<file path="config.mk">
export PLATFORM = sky130hd
export DESIGN_NAME = sangchay_ctrl
export DESIGN_NICKNAME = d
export VERILOG_FILES = /design/src/rtl/sangchay_ctrl.sv
export SDC_FILE = /design/constraint.sdc
export NUM_CORES = 1
export LEC_CHECK = 0
export CAP_MARGIN = 30
export CORE_MARGIN = 3
export CORE_UTILIZATION = 30
export DETAILED_ROUTE_END_ITERATION = 12
export PLACE_DENSITY = 0.56
export SYNTH_ARGS = -nofsm -noshare
export SYNTH_HDL_FRONTEND = slang
export SYNTH_SLANG_ARGS = --single-unit
</file>
<file path="constraint.sdc">
create_clock -name clk -period 2.6 [get_ports clk]
set_clock_uncertainty 0.1 [all_clocks]
set_input_delay 0.52 -clock clk [delete_from_list [all_inputs] [get_ports clk]]
set_output_delay 0.52 -clock clk [all_outputs]
set_load 0.01 [all_outputs]
</file>
<file path="src/rtl/sangchay_ctrl.sv">
// sangchay_ctrl -- step sequencer for the 8-LED running light.
//
// A prescaler divides clk down to the pattern step rate (DIV_BASE >> speed).
// Each step request advances the LED pattern of the active mode. The request
// comes from the prescaler while running, or from the step pulse while paused.
//
// Ports:
//   clk        system clock, rising edge
//   rs         asynchronous active-low reset
//   run        1 = free-running advance, 0 = paused (prescaler holds)
//   step       one-cycle pulse, advances one step while paused
//   speed      step period = DIV_BASE >> speed
//   mode_sel   pattern to load: 0 rot-left, 1 rot-right, 2 ping-pong, 3 fill
//   mode_load  one-cycle pulse, applies mode_sel and restarts the pattern
//   led        current pattern (registered)
//   mode       active mode (registered)
//   tick       high in the first cycle a new led value is shown
module sangchay_ctrl #(
    parameter int DIV_BASE = 12_500_000,
    parameter int CNT_W    = 24
) (
    input  logic       clk,
    input  logic       rs,
    input  logic       run,
    input  logic       step,
    input  logic [1:0] speed,
    input  logic [1:0] mode_sel,
    input  logic       mode_load,
    output logic [7:0] led,
    output logic [1:0] mode,
    output logic       tick
);

    typedef enum logic {
        DIR_LEFT  = 1'b0,
        DIR_RIGHT = 1'b1
    } dir_t;

    localparam logic [1:0] MODE_ROTL = 2'd0;
    localparam logic [1:0] MODE_ROTR = 2'd1;
    localparam logic [1:0] MODE_PING = 2'd2;

    localparam logic [CNT_W-1:0] DIV_W = CNT_W'(DIV_BASE);

    logic [CNT_W-1:0] cnt;
    logic [CNT_W-1:0] cnt_nxt;
    logic [CNT_W-1:0] period;
    logic [CNT_W-1:0] thr;
    logic             adv;
    logic             adv_req;
    dir_t             dir;
    dir_t             dir_nxt;
    logic [7:0]       led_nxt;

    function automatic logic is_onehot(input logic [7:0] v);
        return (v != 8'd0) && ((v & (v - 8'd1)) == 8'd0);
    endfunction

    // Legal fill values are 2^k-1 (00, 01, 03, ... FF).
    function automatic logic is_fill(input logic [7:0] v);
        return (v & (v + 8'd1)) == 8'd0;
    endfunction

    always_comb begin
        period = DIV_W >> speed;
        thr    = period - CNT_W'(1);
        // >= rather than == so that raising speed mid-count wraps at once
        // instead of running the counter up to overflow.
        adv     = run && (cnt >= thr);
        adv_req = (run && adv) || (!run && step);

        cnt_nxt = cnt;
        if (mode_load) begin
            cnt_nxt = '0;
        end else if (run) begin
            cnt_nxt = adv ? '0 : cnt + CNT_W'(1);
        end
    end

    // Next pattern value for the active mode; illegal values restart at 01.
    always_comb begin
        led_nxt = 8'h01;
        dir_nxt = dir;
        case (mode)
            MODE_ROTL: begin
                if (is_onehot(led)) led_nxt = {led[6:0], led[7]};
                else                dir_nxt = DIR_LEFT;
            end
            MODE_ROTR: begin
                if (is_onehot(led)) led_nxt = {led[0], led[7:1]};
                else                dir_nxt = DIR_LEFT;
            end
            MODE_PING: begin
                if (!is_onehot(led)) begin
                    dir_nxt = DIR_LEFT;
                end else if (dir == DIR_LEFT) begin
                    // Bounce off the end so the end LED is not shown twice.
                    if (led[7]) begin
                        led_nxt = 8'h40;
                        dir_nxt = DIR_RIGHT;
                    end else begin
                        led_nxt = led << 1;
                    end
                end else begin
                    if (led[0]) begin
                        led_nxt = 8'h02;
                        dir_nxt = DIR_LEFT;
                    end else begin
                        led_nxt = led >> 1;
                    end
                end
            end
            default: begin
                if (is_fill(led)) led_nxt = (led == 8'hFF) ? 8'h00 : {led[6:0], 1'b1};
            end
        endcase
    end

    always_ff @(posedge clk or negedge rs) begin
        if (!rs) begin
            cnt  <= '0;
            led  <= 8'h01;
            mode <= MODE_ROTL;
            dir  <= DIR_LEFT;
            tick <= 1'b0;
        end else begin
            cnt  <= cnt_nxt;
            tick <= 1'b0;
            // A load wins over a same-cycle advance; that advance is dropped.
            if (mode_load) begin
                mode <= mode_sel;
                led  <= 8'h01;
                dir  <= DIR_LEFT;
            end else if (adv_req) begin
                led  <= led_nxt;
                dir  <= dir_nxt;
                tick <= 1'b1;
            end
        end
    end

endmodule

</file>
==> results of run 1 <==
[flip-flops by register name (all words and copies together) (netlist names)]
name	count
led	8
mode	2
tick	1
dir	1
cnt	24
[cell type report]
| type | instances | area [um^2] |
|---|---|---|
| inverter | 11 | 60.1 |
| clock inverter | 1 | 8.76 |
| timing repair buffer | 81 | 782 |
| tap | 129 | 161 |
| multi-input combinational | 286 | 2230 |
| fill | 917 | 5190 |
| clock buffer | 7 | 76.3 |
| sequential | 36 | 902 |
[repair_timing]
| action | 4_1_cts | 5_1_grt |
|---|---|---|
| endpoints found under the hold margin | 0 | 0 |
| cloned | 2 | 0 |
| endpoints found under the setup margin | 34 | 34 |
| setup buffers | 10 | 7 |
| gates resized for setup | 55 | 27 |
| pin swaps | 32 | 23 |
[how the worst max path moves through the flow]
stage          cells past startpoint  slack (ns)      end
6_report                          14        -0.1      dir
5_1_grt                           14       -0.16      dir
4_1_cts                           14       -0.20   cnt[3]
3_5_place_dp                      13       -0.85   cnt[8]
3_3_place_gp                      13       -0.80   cnt[3]
2_1_floorplan                     11       -0.05  cnt[17]
[cell usage after synthesis, types with 6 or more instances]
| library cell | n |
|---|---|
| nor3_1 | 12 |
| a22oi_1 | 7 |
| ha_1 | 20 |
| nor2_1 | 37 |
| a211o_1 | 6 |
| inv_1 | 9 |
| a21oi_1 | 14 |
| xnor2_1 | 6 |
| dfrtp_1 | 35 |
| nor4_1 | 6 |
| o21ai_0 | 10 |
| o21ai_1 | 9 |
| nand2_1 | 34 |
| and3_1 | 6 |
| a21o_1 | 16 |
| clkbuf_1 | 16 |
| nand3_1 | 18 |
[cell families after synthesis]
group	synth area share
AOI/OAI and AO/OA	0.262
adders and majority gates	0.0846
DFF	0.305
xor gates and xnor gates	0.0237
buffers and inverters	0.0461
and+or+nand+nor	0.244
muxes	0.0322
other	0.00254
[per-layer routing]
layer / up-vias / routed length, um
met5: - / 0
met3: 11 / 327
met2: 57 / 4200
met4: 0 / 141
li1: 1435 / -
met1: 1431 / 3880
[metrics by stage]
step,utilization,hold slack (ns),power [uW],setup slack [ns]
after floorplan,-,0.124,829,-0.0546
after global placement,0.393,0.457,974,-0.796
after detailed placement,0.393,0.467,977,-0.849
after CTS,0.435,0.248,1440,-0.196
after global routing,0.449,0.295,1530,-0.165
final,0.449,0.228,1450,-0.0966
[report_power, final]
group          switching [uW]  internal, uW  total [uW]
Combinational             227           209         436
Clock                     218           192         410
Sequential               28.8           576         605
==> reports/results.tsv, run 1 <==
stage	metric	value	unit
status	outcome	finished, violations left	
status	failing checks	negative setup slack	
routing	Routed wire per std cell	15.5	um
setup_path	most frequent CP cell	buf_12	
sta	final hold vios	0	
setup_path	CP endpoint kind	flip-flop	
layout	area grow syn2layout	42.9	%
setup_path	Crit Path Category	input port to flip-flop	
layout	ant diodes	0	
die	Die Area	0.0111	mm^2
synth	Primary FF master, synth	dfrtp_1	
routing	Via Count	2934	
clock_tree	clock-pin slew on the worst setup and hold paths	0.08	ns
clock_tree	H-Tree Depth	2	
synth	synth warn	0	
sta	Slew headroom	0.426	
clock_tree	worst-case clock buffer depth	2	
layout	non-filler cells, final	551	
clock_tree	CTS tree	built	
setup_path	Worst Path Max Fanout	7	
global_routing	GR peak layer	met2	
sta	post-route setup slack	-0.0966	ns
power_and_ir_drop	Peak supply drop	164	uV
sta	min cycle time layout	2.70	ns
clock_tree	cts hold-fix bufs	0	
die	core box area	0.00942	mm^2
synth	sequential share of the synthesized area	0.305	
sta	max frequency	371	MHz
place	routability cong.	0.879	
routing	# DRC	0	
routing	First-pass DRT Iterations	4	
synth	top cell type's share of synthesized area	0.296	
routing	Initial DRC Count	141	
job	max-cap viol count	0	
layout	Final #Nets	450	
global_routing	initial antenna violation count	0	
clock_tree	# clock sinks	36	
power_and_ir_drop	leak pwr	0.00186	uW
synth	asr flop ratio synth	1.00	
sta	Slew @ Worst Pin	0.860	ns
die	DIE HEIGHT	105	um
clock_tree	clock buffer count from CTS	5	
place	Cell Count Post-Placement	526	
synth	mean post-synth cell area	8.38	um^2
power_and_ir_drop	Power Density	343	mW/mm^2
synth	Synth Register Bits	36	
place	Area after DPL	0.00370	mm^2
global_routing	Congestion Overflow GR	0	
setup_path	Buf/Inv on CP	5	
sta	final setup fails	20	
synth	EDFF count, synth	0	
global_routing	first-pass GRT wire length	14.4	mm
routing	Via density	5.32	
layout	commonest non-fill, non-tap cells in the layout	buf_4, dfrtp_1, nand2_1, nor2_1, nand3_1	
setup_path	worst-path cell chain	buf_12, inv_16, nand2_8, ha_4, a21o_1, a211oi_2, or3b_4, o31ai_4, buf_4, a21oi_4, buf_12, buf_8, a211o_1, nand2_1	
place	Port-buffer cells	19	
layout	most common cell after layout, fill and taps aside	buf_4	
routing	DRT antenna net count	0	
setup_path	Reg2Reg Depth	11	
die	Top Ports	20	
synth	Yosys top cell by area	dfrtp_1	
setup_path	CP startpoint kind	input port	
sta	total negative slack	-0.618	ns
synth	mapped cell area	0.00296	mm^2
sta	RSZ-0062 raised after global routing	yes	
die	starting density of the core	0.314	
global_routing	met3 Resource Use GR	0.0202	
global_routing	met2 GRT Util	0.264	
synth	Syn Inst Count	353	
place	HPWL after DPL	5.98	mm
die	row count	35	
routing	DRT Wirelength	8.54	mm
global_routing	met1 Track Usage GR	0.217	
setup_path	Crit path max-delay family	compound AO/OA/AOI/OAI gates	
synth	post-synth cell types	60	
setup_path	Crit Reg-Reg Startpoint	cnt[22]	
setup_path	WP data required	2.74	ns
layout	ratio of cells with drive above 1 in the final layout	0.344	
clock_tree	clock root buffer	clkbuf_8	
hold_path	class of the worst hold path	input port to asynchronous set/reset pin	
layout	design area	0.00423	mm^2
sta	Max Slew Vio Count	0	
clock_tree	Worst-Skew Late Latency	0.30	ns
setup_path	Max stage delay on crit path	0.41	ns
global_routing	largest net degree at the start of global routing	37	
setup_path	slowest CP cell	or3b_4	
synth	Synth area leaders	dfrtp_1, ha_1, nor2_1	
setup_path	CP arrival	2.83	ns
setup_path	reg2reg end	dir	
die	Die X	105	um
setup_path	reg2reg setup slack	-0.07	ns
setup_path	Crit. Startpoint	speed[1]	
sta	Tcrit/Tclk final	1.04	
global_routing	vias in the first global route	2891	
global_routing	gr usage total	0.158	
(Power assumes the default switching activity.)
==> inputs of run 2 (changes only) <==
--- a/config.mk
+++ b/config.mk
@@ -6,7 +6,7 @@
 export NUM_CORES = 1
 export LEC_CHECK = 0
 export CAP_MARGIN = 30
-export CORE_MARGIN = 3
+export CORE_MARGIN = 10
 export CORE_UTILIZATION = 30
 export DETAILED_ROUTE_END_ITERATION = 12
 export PLACE_DENSITY = 0.56
==> reports/results.tsv, run 2 (synthesis gave the netlist of run 1 again) <==
stage	metric	value	unit	change
status	outcome	finished, violations left		
status	failing checks	negative setup slack		
job	max-cap viol count	0		unchanged
sta	Slew @ Worst Pin	0.845	ns	-0.0152 ns
global_routing	initial antenna violation count	0		unchanged
layout	area grow syn2layout	44.5	%	
layout	most common cell after layout, fill and taps aside	buf_4		
layout	Largest regs	cnt x24, led x8, mode x2		
layout	register area	902	um^2	unchanged
sta	Max Slew Vio Count	0		unchanged
setup_path	CP endpoint kind	flip-flop		
layout	Multi-input gate area	0.00228	mm^2	+1.8%
routing	Via Count	2914		-0.68%
global_routing	largest net degree at the start of global routing	37		unchanged
setup_path	Reg2Reg Depth	11		unchanged
layout	commonest non-fill, non-tap cells in the layout	buf_4, dfrtp_1, nand2_1, nor2_1, nand3_1		
sta	post-route setup slack	-0.133	ns	-0.0362 ns
clock_tree	clock root buffer	clkbuf_8		
die	starting density of the core	0.305		-0.00872
setup_path	CP startpoint kind	input port		
place	routability cong.	0.888		+1.1%
power_and_ir_drop	Power Density	343	mW/mm^2	about the same
global_routing	Congestion Overflow GR	0		unchanged
setup_path	WP data required	2.73	ns	about the same
clock_tree	clock buffer count from CTS	5		unchanged
setup_path	worst-path cell chain	buf_12, buf_8, nor2_4, inv_2, ha_4, a211oi_2, or3b_4, o31ai_4, buf_6, nand3_4, buf_6, buf_6, o21ai_2, mux2_4		
sta	RSZ-0062 raised after global routing	yes		
layout	number of fill cells	942		+2.7%
die	Die X	119	um	+13%
setup_path	slowest CP cell	or3b_4		
hold_path	class of the worst hold path	input port to asynchronous set/reset pin		
global_routing	first-pass GRT wire length	14.3	mm	-0.58%
routing	Routed wire per std cell	15.6	um	+0.54%
global_routing	gr usage total	0.120		-0.0388
power_and_ir_drop	leak pwr	0.00186	uW	-0.33%
clock_tree	# clock sinks	36		unchanged
routing	First-pass DRT Iterations	4		unchanged
setup_path	Crit path max-delay family	buffers and inverters		
die	Die Area	0.0142	mm^2	+28%
sta	Slew headroom	0.437		+0.0101
sta	final setup fails	23		+15%
sta	max frequency	366	MHz	-1.3%
clock_tree	cts hold-fix bufs	0		unchanged
setup_path	Crit Path Category	input port to flip-flop		
clock_tree	Worst-Skew Late Latency	0.30	ns	about the same
layout	Final #Nets	451		+0.22%
layout	ratio of cells with drive above 1 in the final layout	0.338		-0.00554
die	DIE HEIGHT	119	um	+13%
layout	Finished Core Util	0.441		-0.00756
setup_path	Buf/Inv on CP	6		+1
clock_tree	worst-case clock buffer depth	2		unchanged
place	Port-buffer cells	19		unchanged
routing	DRT antenna net count	0		unchanged
layout	max reg flops	24		unchanged
setup_path	Max stage delay on crit path	0.41	ns	about the same
setup_path	most frequent CP cell	buf_6		
global_routing	vias in the first global route	2814		-2.7%
clock_tree	H-Tree Depth	2		unchanged
sta	min cycle time layout	2.73	ns	+0.0362 ns
clock_tree	CTS tree	built		
setup_path	CP arrival	2.87	ns	+0.04 ns
place	Place WS	-0.837	ns	+0.0113 ns
layout	ant diodes	0		unchanged
clock_tree	clock-pin slew on the worst setup and hold paths	0.08	ns	about the same
power_and_ir_drop	Peak supply drop	198	uV	+21%
die	row count	36		+2.9%
die	Top Ports	20		unchanged
setup_path	critical path depth	14		unchanged
routing	Via density	5.24		-1.6%
sta	Tcrit/Tclk final	1.05		+0.0139
setup_path	Worst Path Max Fanout	6		-1
place	HPWL after DPL	6.06	mm	+1.3%
layout	Biggest register	cnt		
routing	Initial DRC Count	205		+45%
die	core box area	0.00968	mm^2	+2.9%
routing	# DRC	0		unchanged
routing	DRT Wirelength	8.67	mm	+1.5%
sta	final hold vios	0		unchanged
-- run 2: path summary, 6_finish.rpt --
check	start	endpoint	slack (ns)
max	speed[1]	cnt[6]	-0.13
min	rs	cnt[22]	0.22
max reg2reg	cnt[22]	cnt[6]	-0.10
min reg2reg	cnt[23]	cnt[23]	0.48
max in group asynchronous	rs	mode[0]	1.64
min in group clk	cnt[23]	cnt[23]	0.48
-- run 2: per-layer routing --
| layer | vias up | GRT usage | wire length, um |
|---|---|---|---|
| met2 | 55 | 0.189 | 4230 |
| met4 | 0 | 0.0427 | 115 |
| met3 | 10 | 0.0222 | 332 |
| met5 | - | 0 | 0 |
| li1 | 1438 | - | - |
| met1 | 1411 | 0.160 | 3990 |
-- run 2: where the power goes --
group	switching (uW)	internal, uW	leakage, uW
Clock	211	217	0.0000455
Sequential	32.2	577	0.000489
Combinational	226	205	0.00132
Total	469	998	0.00186
-- run 2: final cells by class --
cell class	instances	share of cell area
Sequential cell	36	0.211
Multi-Input combinational cell	286	0.533
Clock buffer	8	0.0211
Tap cell	133	0.0389
Timing Repair Buffer	82	0.182
Inverter	11	0.0141
-- run 2: worst register-to-register path: cells and delay by family (launching register included) --
kind / cells / cell delay [ns]
AO/OA/AOI/OAI: 4 / 0.73
AND/OR/NAND/NOR: 2 / 0.55
flip-flops: 1 / 0.43
buffers and inverters: 3 / 0.43
adder cells (fa/ha/maj): 1 / 0.26
multiplexers: 1 / 0.15
-- run 2: timing repair --
item                                    in CTS  in global routing
cloned                                       1                  0
resized for setup                           58                 28
pin swaps                                   28                 21
endpoints found under the hold margin        0                  0
endpoints found under the setup margin      34                 34
setup buffers                               20                  5
-- run 2: per-stage QoR --
step                      hold WS, ns  area, um^2  TNS (ns)  power, uW  instances
final                           0.222        4270    -0.863       1470        556
after global routing            0.294        4270     -3.64       1540        556
after CTS                       0.250        4160     -3.97       1460        557
after detailed placement        0.468        3690    -26.51        973        528
after global placement          0.452        3690    -26.30        968        528
after floorplan                 0.124        3090    -0.241        829        355
